File: src/rtl/mux_arb_pkg.sv
// Shared encodings and helpers for the N-to-1 channel multiplexer/arbiter.
package mux_arb_pkg;

    typedef enum logic [1:0] {
        MODE_SEL  = 2'd0,
        MODE_PRIO = 2'd1,
        MODE_RR   = 2'd2,
        MODE_RSVD = 2'd3
    } mode_e;

    // Index following idx in a ring of n entries.
    function automatic int wrap_inc(input int idx, input int n);
        return (idx + 1 >= n) ? 0 : idx + 1;
    endfunction

endpackage

File: src/rtl/rr_arbiter.sv
// Combinational grant selection for the channel mux: static select, fixed
// priority (lowest index wins) or round-robin starting at ptr.
module rr_arbiter
    import mux_arb_pkg::*;
#(
    parameter int NCH  = 4,
    parameter int SELW = $clog2(NCH)
) (
    input  logic [NCH-1:0]  req,
    input  logic [SELW-1:0] ptr,
    input  logic [1:0]      mode,
    input  logic [SELW-1:0] sel,
    output logic            gnt_valid,
    output logic [SELW-1:0] gnt_idx
);

    logic [SELW-1:0] cand;

    always_comb begin
        gnt_valid = 1'b0;
        gnt_idx   = '0;
        cand      = '0;
        case (mode_e'(mode))
            MODE_PRIO: begin
                // Descending scan so the lowest requesting index is written last.
                for (int i = NCH - 1; i >= 0; i--) begin
                    if (req[SELW'(i)]) begin
                        gnt_valid = 1'b1;
                        gnt_idx   = SELW'(i);
                    end
                end
            end
            MODE_RR: begin
                for (int k = NCH - 1; k >= 0; k--) begin
                    cand = SELW'((int'(ptr) + k) % NCH);
                    if (req[cand]) begin
                        gnt_valid = 1'b1;
                        gnt_idx   = cand;
                    end
                end
            end
            default: begin
                // MODE_SEL and MODE_RSVD; an out-of-range sel never grants.
                if (int'(sel) < NCH) begin
                    if (req[sel]) begin
                        gnt_valid = 1'b1;
                        gnt_idx   = sel;
                    end
                end
            end
        endcase
    end

endmodule

File: src/rtl/mux_arb_nto1.sv
// N-to-1 stream multiplexer with valid/ready per channel, selectable
// arbitration and a one-entry registered output carrying the source index.
module mux_arb_nto1
    import mux_arb_pkg::*;
#(
    parameter int NCH   = 4,
    parameter int WIDTH = 32,
    parameter int SELW  = $clog2(NCH)
) (
    input  logic                 clk,
    input  logic                 rst,
    input  logic [1:0]           mode,
    input  logic [SELW-1:0]      sel,
    input  logic [NCH*WIDTH-1:0] in_data,
    input  logic [NCH-1:0]       in_valid,
    output logic [NCH-1:0]       in_ready,
    output logic [WIDTH-1:0]     out_data,
    output logic [SELW-1:0]      out_ch,
    output logic                 out_valid,
    input  logic                 out_ready
);

    logic             gnt_valid;
    logic [SELW-1:0]  gnt_idx;
    logic             load;
    logic             xfer;

    logic             out_valid_q, out_valid_d;
    logic [WIDTH-1:0] out_data_q,  out_data_d;
    logic [SELW-1:0]  out_ch_q,    out_ch_d;
    logic [SELW-1:0]  rr_ptr_q,    rr_ptr_d;

    rr_arbiter #(
        .NCH  (NCH),
        .SELW (SELW)
    ) u_arb (
        .req       (in_valid),
        .ptr       (rr_ptr_q),
        .mode      (mode),
        .sel       (sel),
        .gnt_valid (gnt_valid),
        .gnt_idx   (gnt_idx)
    );

    // Register can take a beat when empty or when its current beat drains this cycle.
    assign load = !out_valid_q || out_ready;
    assign xfer = load && gnt_valid && !rst;

    always_comb begin
        in_ready = '0;
        if (xfer) begin
            in_ready[gnt_idx] = 1'b1;
        end
    end

    always_comb begin
        out_valid_d = out_valid_q;
        out_data_d  = out_data_q;
        out_ch_d    = out_ch_q;
        rr_ptr_d    = rr_ptr_q;
        if (load) begin
            out_valid_d = gnt_valid;
            if (gnt_valid) begin
                out_data_d = in_data[gnt_idx*WIDTH +: WIDTH];
                out_ch_d   = gnt_idx;
            end
        end
        if (xfer && (mode_e'(mode) == MODE_RR)) begin
            rr_ptr_d = SELW'(wrap_inc(int'(gnt_idx), NCH));
        end
    end

    always_ff @(posedge clk or posedge rst) begin
        if (rst) begin
            out_valid_q <= 1'b0;
            out_data_q  <= '0;
            out_ch_q    <= '0;
            rr_ptr_q    <= '0;
        end else begin
            out_valid_q <= out_valid_d;
            out_data_q  <= out_data_d;
            out_ch_q    <= out_ch_d;
            rr_ptr_q    <= rr_ptr_d;
        end
    end

    assign out_valid = out_valid_q;
    assign out_data  = out_data_q;
    assign out_ch    = out_ch_q;

endmodule

File: config.mk
export PLATFORM = sky130hd
export DESIGN_NAME = mux_arb_nto1
export DESIGN_NICKNAME = d
export VERILOG_FILES = /design/src/rtl/mux_arb_pkg.sv /design/src/rtl/rr_arbiter.sv /design/src/rtl/mux_arb_nto1.sv
export SDC_FILE = /design/constraint.sdc
export NUM_CORES = 1
export LEC_CHECK = 0
export ABC_AREA = 1
export BUFFER_PORTS_ARGS = -buffer_cell sky130_fd_sc_hd__clkbuf_2
export CAP_MARGIN = 40
export CELL_PAD_IN_SITES_DETAIL_PLACEMENT = 1
export CELL_PAD_IN_SITES_GLOBAL_PLACEMENT = 2
export CORE_UTILIZATION = 20
export DETAILED_ROUTE_END_ITERATION = 8
export MAX_ROUTING_LAYER = met4
export PLACE_DENSITY_LB_ADDON = 0.05
export SLEW_MARGIN = 5
export SYNTH_ARGS = -nofsm -noshare
export SYNTH_HDL_FRONTEND = slang
export SYNTH_SLANG_ARGS = --single-unit
File: constraint.sdc
create_clock -name clk -period 2.95 [get_ports clk]
set_input_delay 0.7375 -clock clk [delete_from_list [all_inputs] [get_ports clk]]
set_output_delay 0.7375 -clock clk [all_outputs]
set_load 0.03 [all_outputs]
==> impl_metrics.csv, run 1 <==
group,metric,value,unit
synth,yosysWarnings,0,
finish,area_delta_synth_final,49.3,%
floorplanning,dieArea,0.0173,mm^2
synth,ys.flop_type,"dfrtp_1",
detailed_routing,routed_via_density,4.12,
floorplanning,start_util,20.3,%
setup_path,path_max_fanout,4,
detailed_routing,wire_per_inst,12.8,um
floorplanning,die_w,132,um
detailed_routing,wl,12.4,mm
power_and_ir_drop,peakVddDrop,283,uV
clocking,clock_sinks,37,
global_routing,grt_max_degree,45,
detailed_routing,postRouteAntennaNets,0,
outcome,status,"finished clean",
sta,max_slew_margin,65.7,%
hold_path,worstHoldStart,"out_data[3]$_DFFE_PP0P_",
synth,synth_cell_types,28,
setup_path,crit_family,"simple AND/OR/NAND/NOR gates",
synth,ys_top_cells_by_area,"dfrtp_1 (28%), nand2_1 (22%), nand3_1 (17%)",
sta,rsz0062_at_grt,"yes",
setup_path,crit_buf_inv,4,
hold_path,holdPathEnd,"out_data[3]$_DFFE_PP0P_",
clocking,numCtsBuffers,5,
global_routing,antenna_found_initial,1,
synth,syn_nets,707,
placed_design,placedCellCount,952,
clocking,cts-htree-levels,2,
global_routing,grt_overflow_total,0,
floorplanning,top_level_ports,178,
clocking,cts_root_buf,"clkbuf_16",
sta,fmax,343,MHz
setup_path,crit_path_top_delay_cell,"clkbuf_8",
global_routing,grt_pass1_vias,4268,
setup_path,setup.worst_path.start_class,"primary input",
placed_design,portBuffers,177,
sta,hold_viol_final,0,
placed_design,dpl.hpwl,9.88,mm
synth,yosysMostFrequentCell,"nand2_1",
synth,syn_inst,562,
floorplanning,rows,47,
finish,stdcell_count,969,
sta,drv_slew,0,
setup_path,critPathCaptureType,"primary output",
sta,tightestPinTransition,514,ps
detailed_routing,vias,3996,
placed_design,placed_area,0.00460,mm^2
run,drv_cap,0,
detailed_routing,drt-initial-drc-count,107,
power_and_ir_drop,power_leakage,3.09,nW
sta,skew,3.60,ps
finish,final_area,0.00502,mm^2
setup_path,slowest_delay,160,ps
setup_path,cp_cell_sequence,"clkbuf_2, inv_1, nand2_1, nand3_2, nand2_2, nand3_2, nand2_1, nand2_1, nand3_2, nand3_4, nand2_8, inv_8, ha_4, nor3b_4, clkbuf_8",
setup_path,crit_arrival,2180,ps
placed_design,gp_congestion,0.771,
setup_path,ff2ff_path_depth,17,
floorplanning,coreArea,0.0165,mm^2
synth,postSynthAreaPerCell,5.98,um^2
clocking,cts_tree,"yes",
setup_path,worstPathRequired,2210,ps
power_and_ir_drop,pwr-share-comb,55.2,%
sta,min_period,2910,ps
synth,netlist_area,0.00336,mm^2
finish,drive_gt1_share,36.2,%
clocking,cts_hold_buf,0,
sta,setup_viol_count_final,0,
power_and_ir_drop,p_int,1.73,mW
detailed_routing,firstDrtPassIters,4,
power_and_ir_drop,p_sw,1.53,mW
clocking,cts_buffer_depth,2,
global_routing,grtUsageTotal,15.3,%
clocking,clk_pin_slew,60,ps
power_and_ir_drop,power_frac_seq,25.2,%
power_and_ir_drop,p_sw_share,47.0,%
setup_path,cp-startpoint,"in_valid[2]",
power_and_ir_drop,clkPwrFrac,19.6,%
setup_path,r2r-end,"out_data[5]$_DFFE_PP0P_",
synth,synth_edf_count,0,
sta,fin_crit_sh,98.8,%
setup_path,r2r_slack,480,ps
synth,yosys-top-cells-count,"nand2_1 (194), inv_1 (126), nand3_1 (116)",
power_and_ir_drop,cellPowerDensity,650,mW/mm^2
detailed_routing,drc,0,
hold_path,hold_path_class,"register to register",
synth,post-synth-top-area-fraction,27.5,%
global_routing,grt_pass1_wl,21.1,mm
synth,synthArstFlopShare,100,%
hold_path,holdPathStages,2,
synth,ys_seq_area_share,27.5,%
finish,nNetsFinal,892,
synth,yosysTopAreaCell,"dfrtp_1",
setup_path,r2r-start,"rr_ptr_q[0]$_DFFE_PP0P_",
setup_path,critical_path_class,"primary input to primary output",
synth,synth_seq_cells,37,
floorplanning,die_h,132,um
clocking,clock_latency,280,ps
cell type report:
class / instances / area [um^2]
Clock buffer: 6 / 139
Antenna cell: 1 / 2.50
Clock inverter: 2 / 37.5
Multi-Input combinational cell: 366 / 1970
Sequential cell: 37 / 927
Inverter: 130 / 505
Fill cell: 2188 / 11500
Tap cell: 220 / 275
Timing Repair Buffer: 207 / 1160
worst max-delay path by stage:
stage	cells after the start	endpoint
final	15	in_ready[3]
after global routing	14	in_ready[3]
after CTS	14	in_ready[1]
after detailed placement	14	in_ready[1]
after global placement	14	in_ready[3]
after floorplan	10	in_ready[1]
cell usage in the layout, fill, tap and decap left out, types with 8 or more instances in the layout:
master    count
inv_2         8
o211ai_2     10
buf_4        30
or2_1         8
nand3_1     111
nand2_1     188
inv_1       118
clkbuf_2    171
dfrtp_1      36
through the flow:
| stage | hold WS [ps] | TNS (ps) | utilization, % | total power, mW | setup WS [ps] |
|---|---|---|---|---|---|
| final | 475 | 0 | 30.4 | 3.26 | 35.2 |
| after global routing | 495 | -250 | 30.4 | 3.54 | -97.2 |
| after CTS | 483 | -12.8 | 29.5 | 3.25 | -12.8 |
| after detailed placement | 466 | -294 | 27.8 | 2.54 | -137 |
| after global placement | 463 | -95.5 | 27.8 | 2.52 | -47.9 |
| after floorplan | 574 | 0 | - | 1.99 | 3.54 |
power groups by stage:
| stage | clock network [mW] | registers (mW) | logic, mW |
|---|---|---|---|
| floorplan | 0 | 1.17 | 0.816 |
| global placement | 0 | 0.825 | 1.70 |
| CTS | 0.665 | 0.822 | 1.77 |
| detailed placement | 0 | 0.831 | 1.70 |
| finish | 0.638 | 0.824 | 1.80 |
| global route | 0.682 | 0.851 | 2.00 |
metal layers:
layer,track usage (%),vias to the layer above,part of all wire (%)
met5,-,-,0
met4,2.52,0,0.42
met3,2.74,2,4.6
met2,26.7,98,49
met1,18.6,1836,46
li1,-,2060,-
repair_timing:
action,CTS,global route
endpoints found under the setup margin,4,4
gates resized for setup,18,36
setup buffers,4,4
pin swaps,2,8
flip-flops by register name (all words and copies together) (netlist names):
signal / flops
rr_ptr_q: 2
out_valid: 1
out_data: 32
out_ch: 2
cell families after synthesis:
logic type      after synthesis  synth area share [%]
simple gates                338                  44.3
buf+inv                     159                  20.0
flops                        37                  27.5
compound gates               21                  5.66
fa+ha+maj                     6                  2.23
xor+xnor                      1                 0.261
worst register-to-register path: cells and delay by family, from the launching register on:
kind / cells / cell delay (ps)
buffers and inverters: 4 / 890
DFF: 1 / 450
and+or+nand+nor: 12 / 950
AOI/OAI and AO/OA: 1 / 80
Note: power is estimated with default switching activity, not from simulation.
==> run 2, diff against run 1 <==
--- a/config.mk
+++ b/config.mk
@@ -6,12 +6,12 @@
 export NUM_CORES = 1
 export LEC_CHECK = 0
 export ABC_AREA = 1
-export BUFFER_PORTS_ARGS = -buffer_cell sky130_fd_sc_hd__clkbuf_2
 export CAP_MARGIN = 40
 export CELL_PAD_IN_SITES_DETAIL_PLACEMENT = 1
 export CELL_PAD_IN_SITES_GLOBAL_PLACEMENT = 2
-export CORE_UTILIZATION = 20
+export CORE_UTILIZATION = 33
 export DETAILED_ROUTE_END_ITERATION = 8
+export DONT_BUFFER_PORTS = 1
 export MAX_ROUTING_LAYER = met4
 export PLACE_DENSITY_LB_ADDON = 0.05
 export SLEW_MARGIN = 5
==> constraint.sdc (replaced) <==
create_clock -name clk -period 3.5 [get_ports clk]
set_input_delay 0.875 -clock clk [delete_from_list [all_inputs] [get_ports clk]]
set_output_delay 0.875 -clock clk [all_outputs]
set_load 0.03 [all_outputs]
==> impl_metrics.csv, run 2 (synthesized netlist as in run 1, its figures left out) <==
group,metric,value,unit
clocking,clock_sinks,37,
finish,nFillCells,1377,
setup_path,crit_arrival,2340,ps
sta,hold_viol_final,0,
setup_path,ff2ff_path_depth,16,
sta,tightestPinTransition,512,ps
clocking,numCtsBuffers,5,
power_and_ir_drop,p_sw_share,51.0,%
setup_path,critPathCaptureType,"primary output",
clocking,cts_buffer_depth,2,
floorplanning,rows,36,
floorplanning,start_util,34.2,%
power_and_ir_drop,clkPwrFrac,17.7,%
run,drv_cap,0,
setup_path,r2r-end,"out_data[27]$_DFFE_PP0P_",
sta,fin_setup_tns,0,ps
sta,holdWs,474,ps
finish,final_cell_mix,"nand2_1 (194), inv_1 (125), nand3_1 (116), dfrtp_1 (37), buf_4 (14)",
global_routing,grt_overflow_total,0,
global_routing,grt_pass1_wl,16.2,mm
setup_path,slowest_delay,330,ps
floorplanning,die_h,103,um
clocking,clk_pin_slew,70,ps
detailed_routing,routed_via_density,4.84,
setup_path,cp-startpoint,"mode[0]",
placed_design,gp_congestion,0.734,
setup_path,critical_path_class,"primary input to primary output",
setup_path,r2r_slack,730,ps
sta,fin_crit_sh,91.8,%
sta,setup_ws,287,ps
finish,area_delta_synth_final,7.00,%
sta,skew,6.66,ps
placed_design,dpl.hpwl,7.67,mm
sta,min_period,3210,ps
setup_path,cp_cell_sequence,"inv_1, ha_1, inv_1, and3_1, nand2_1, o21ai_2, inv_2, ha_1, nor3b_2, buf_4",
setup_path,worstPathRequired,2620,ps
clocking,cts_root_buf,"clkbuf_8",
clocking,cts_hold_buf,0,
floorplanning,top_level_ports,178,
sta,max_slew_margin,65.8,%
power_and_ir_drop,peakVddDrop,202,uV
sta,setup_viol_count_final,0,
sta,rsz0062_at_grt,"no",
floorplanning,die_w,103,um
sta,drv_slew,0,
detailed_routing,drt-initial-drc-count,100,
clocking,postCtsSetupBuffers,0,
outcome,status,"finished clean",
floorplanning,coreArea,0.00982,mm^2
detailed_routing,firstDrtPassIters,4,
finish,drive_gt1_share,8.65,%
placed_design,portBuffers,0,
finish,final_area,0.00360,mm^2
global_routing,grt_pass1_vias,3177,
detailed_routing,vias,3329,
power_and_ir_drop,pwr-share-comb,34.7,%
hold_path,hold_path_class,"primary input to asynchronous set/reset pin",
finish,largest_reg_flops,32,
finish,final_core_util,36.6,%
detailed_routing,wl,10.2,mm
sta,fmax,311,MHz
finish,layout_commonest_cell,"nand2_1",
placed_design,placed_area,0.00348,mm^2
setup_path,crit_path_top_delay_cell,"ha_1",
power_and_ir_drop,p_sw,1.13,mW
power_and_ir_drop,p_int,1.08,mW
finish,nNetsFinal,699,
global_routing,antenna_found_initial,0,
clocking,cts_tree,"yes",
power_and_ir_drop,cellPowerDensity,616,mW/mm^2
detailed_routing,drc,0,
clocking,clock_latency,290,ps
finish,multi_input_area,0.00179,mm^2
setup_path,setup.worst_path.start_class,"primary input",
placed_design,place_ws,272,ps
setup_path,path_max_fanout,5,
power_and_ir_drop,power_frac_seq,47.6,%
clocking,cts-htree-levels,2,
power_and_ir_drop,power_leakage,2.20,nW
global_routing,grt_max_degree,52,
global_routing,grtUsageTotal,20.2,%
clocking,cts_resized,0,
setup_path,r2r-start,"rr_ptr_q[0]$_DFFE_PP0P_",
floorplanning,dieArea,0.0106,mm^2
detailed_routing,wire_per_inst,14.8,um
detailed_routing,postRouteAntennaNets,0,
finish,antennaDiodeCount,0,
finish,register_area,926,um^2
[run 2: cell types whose count changed in the layout (fill, tap and decap cells not counted), sizes merged]
| cell | before | now |
|---|---|---|
| diode | 1 | 0 |
| inv | 129 | 130 |
| buf | 34 | 14 |
| clkinv | 1 | 0 |
| clkbuf | 179 | 6 |
[run 2: worst max-delay path: cells and delay by family]
family	cells	cell delay, ps
AOI/OAI and AO/OA	1	110
buffers and inverters	4	450
adders and majority gates	2	510
and+or+nand+nor	3	390
[run 2: layout make-up]
type / instances / area share, %
Multi-Input combinational cell: 366 / 49.8
Tap cell: 133 / 4.63
Timing Repair Buffer: 14 / 2.92
Inverter: 130 / 13.6
Clock inverter: 2 / 1.04
Clock buffer: 6 / 2.30
Sequential cell: 37 / 25.7
[run 2: layer usage]
metal / global-route usage [%] / wire (um) / part of all wire [%]
met1: 25.7 / 4640 / 46
met5: - / 0 / 0
met3: 4.14 / 594 / 5.8
met2: 33.3 / 4840 / 48
met4: 3.90 / 78 / 0.77
[run 2: how the worst max path moves through the flow]
stage | end | slack (ps) | cells after the start
3_5_place_dp | in_ready[1] | 270 | 10
6_report | in_ready[1] | 290 | 10
3_3_place_gp | in_ready[0] | 310 | 10
2_1_floorplan | in_ready[2] | 100 | 9
5_1_grt | in_ready[1] | 100 | 13
4_1_cts | in_ready[1] | 260 | 10
[run 2: stage by stage]
stage	std cells	power, mW
3_3_place_gp	680	1.83
3_5_place_dp	680	1.86
2_1_floorplan	562	1.65
4_1_cts	688	2.26
6_report	688	2.21
5_1_grt	688	2.40
[run 2: power groups by stage]
stage	Combinational, mW	Sequential [mW]	Clock [mW]
5_1_grt	0.900	1.08	0.420
4_1_cts	0.794	1.06	0.404
3_3_place_gp	0.767	1.06	0
6_report	0.769	1.05	0.392
2_1_floorplan	0.660	0.986	0
3_5_place_dp	0.789	1.07	0
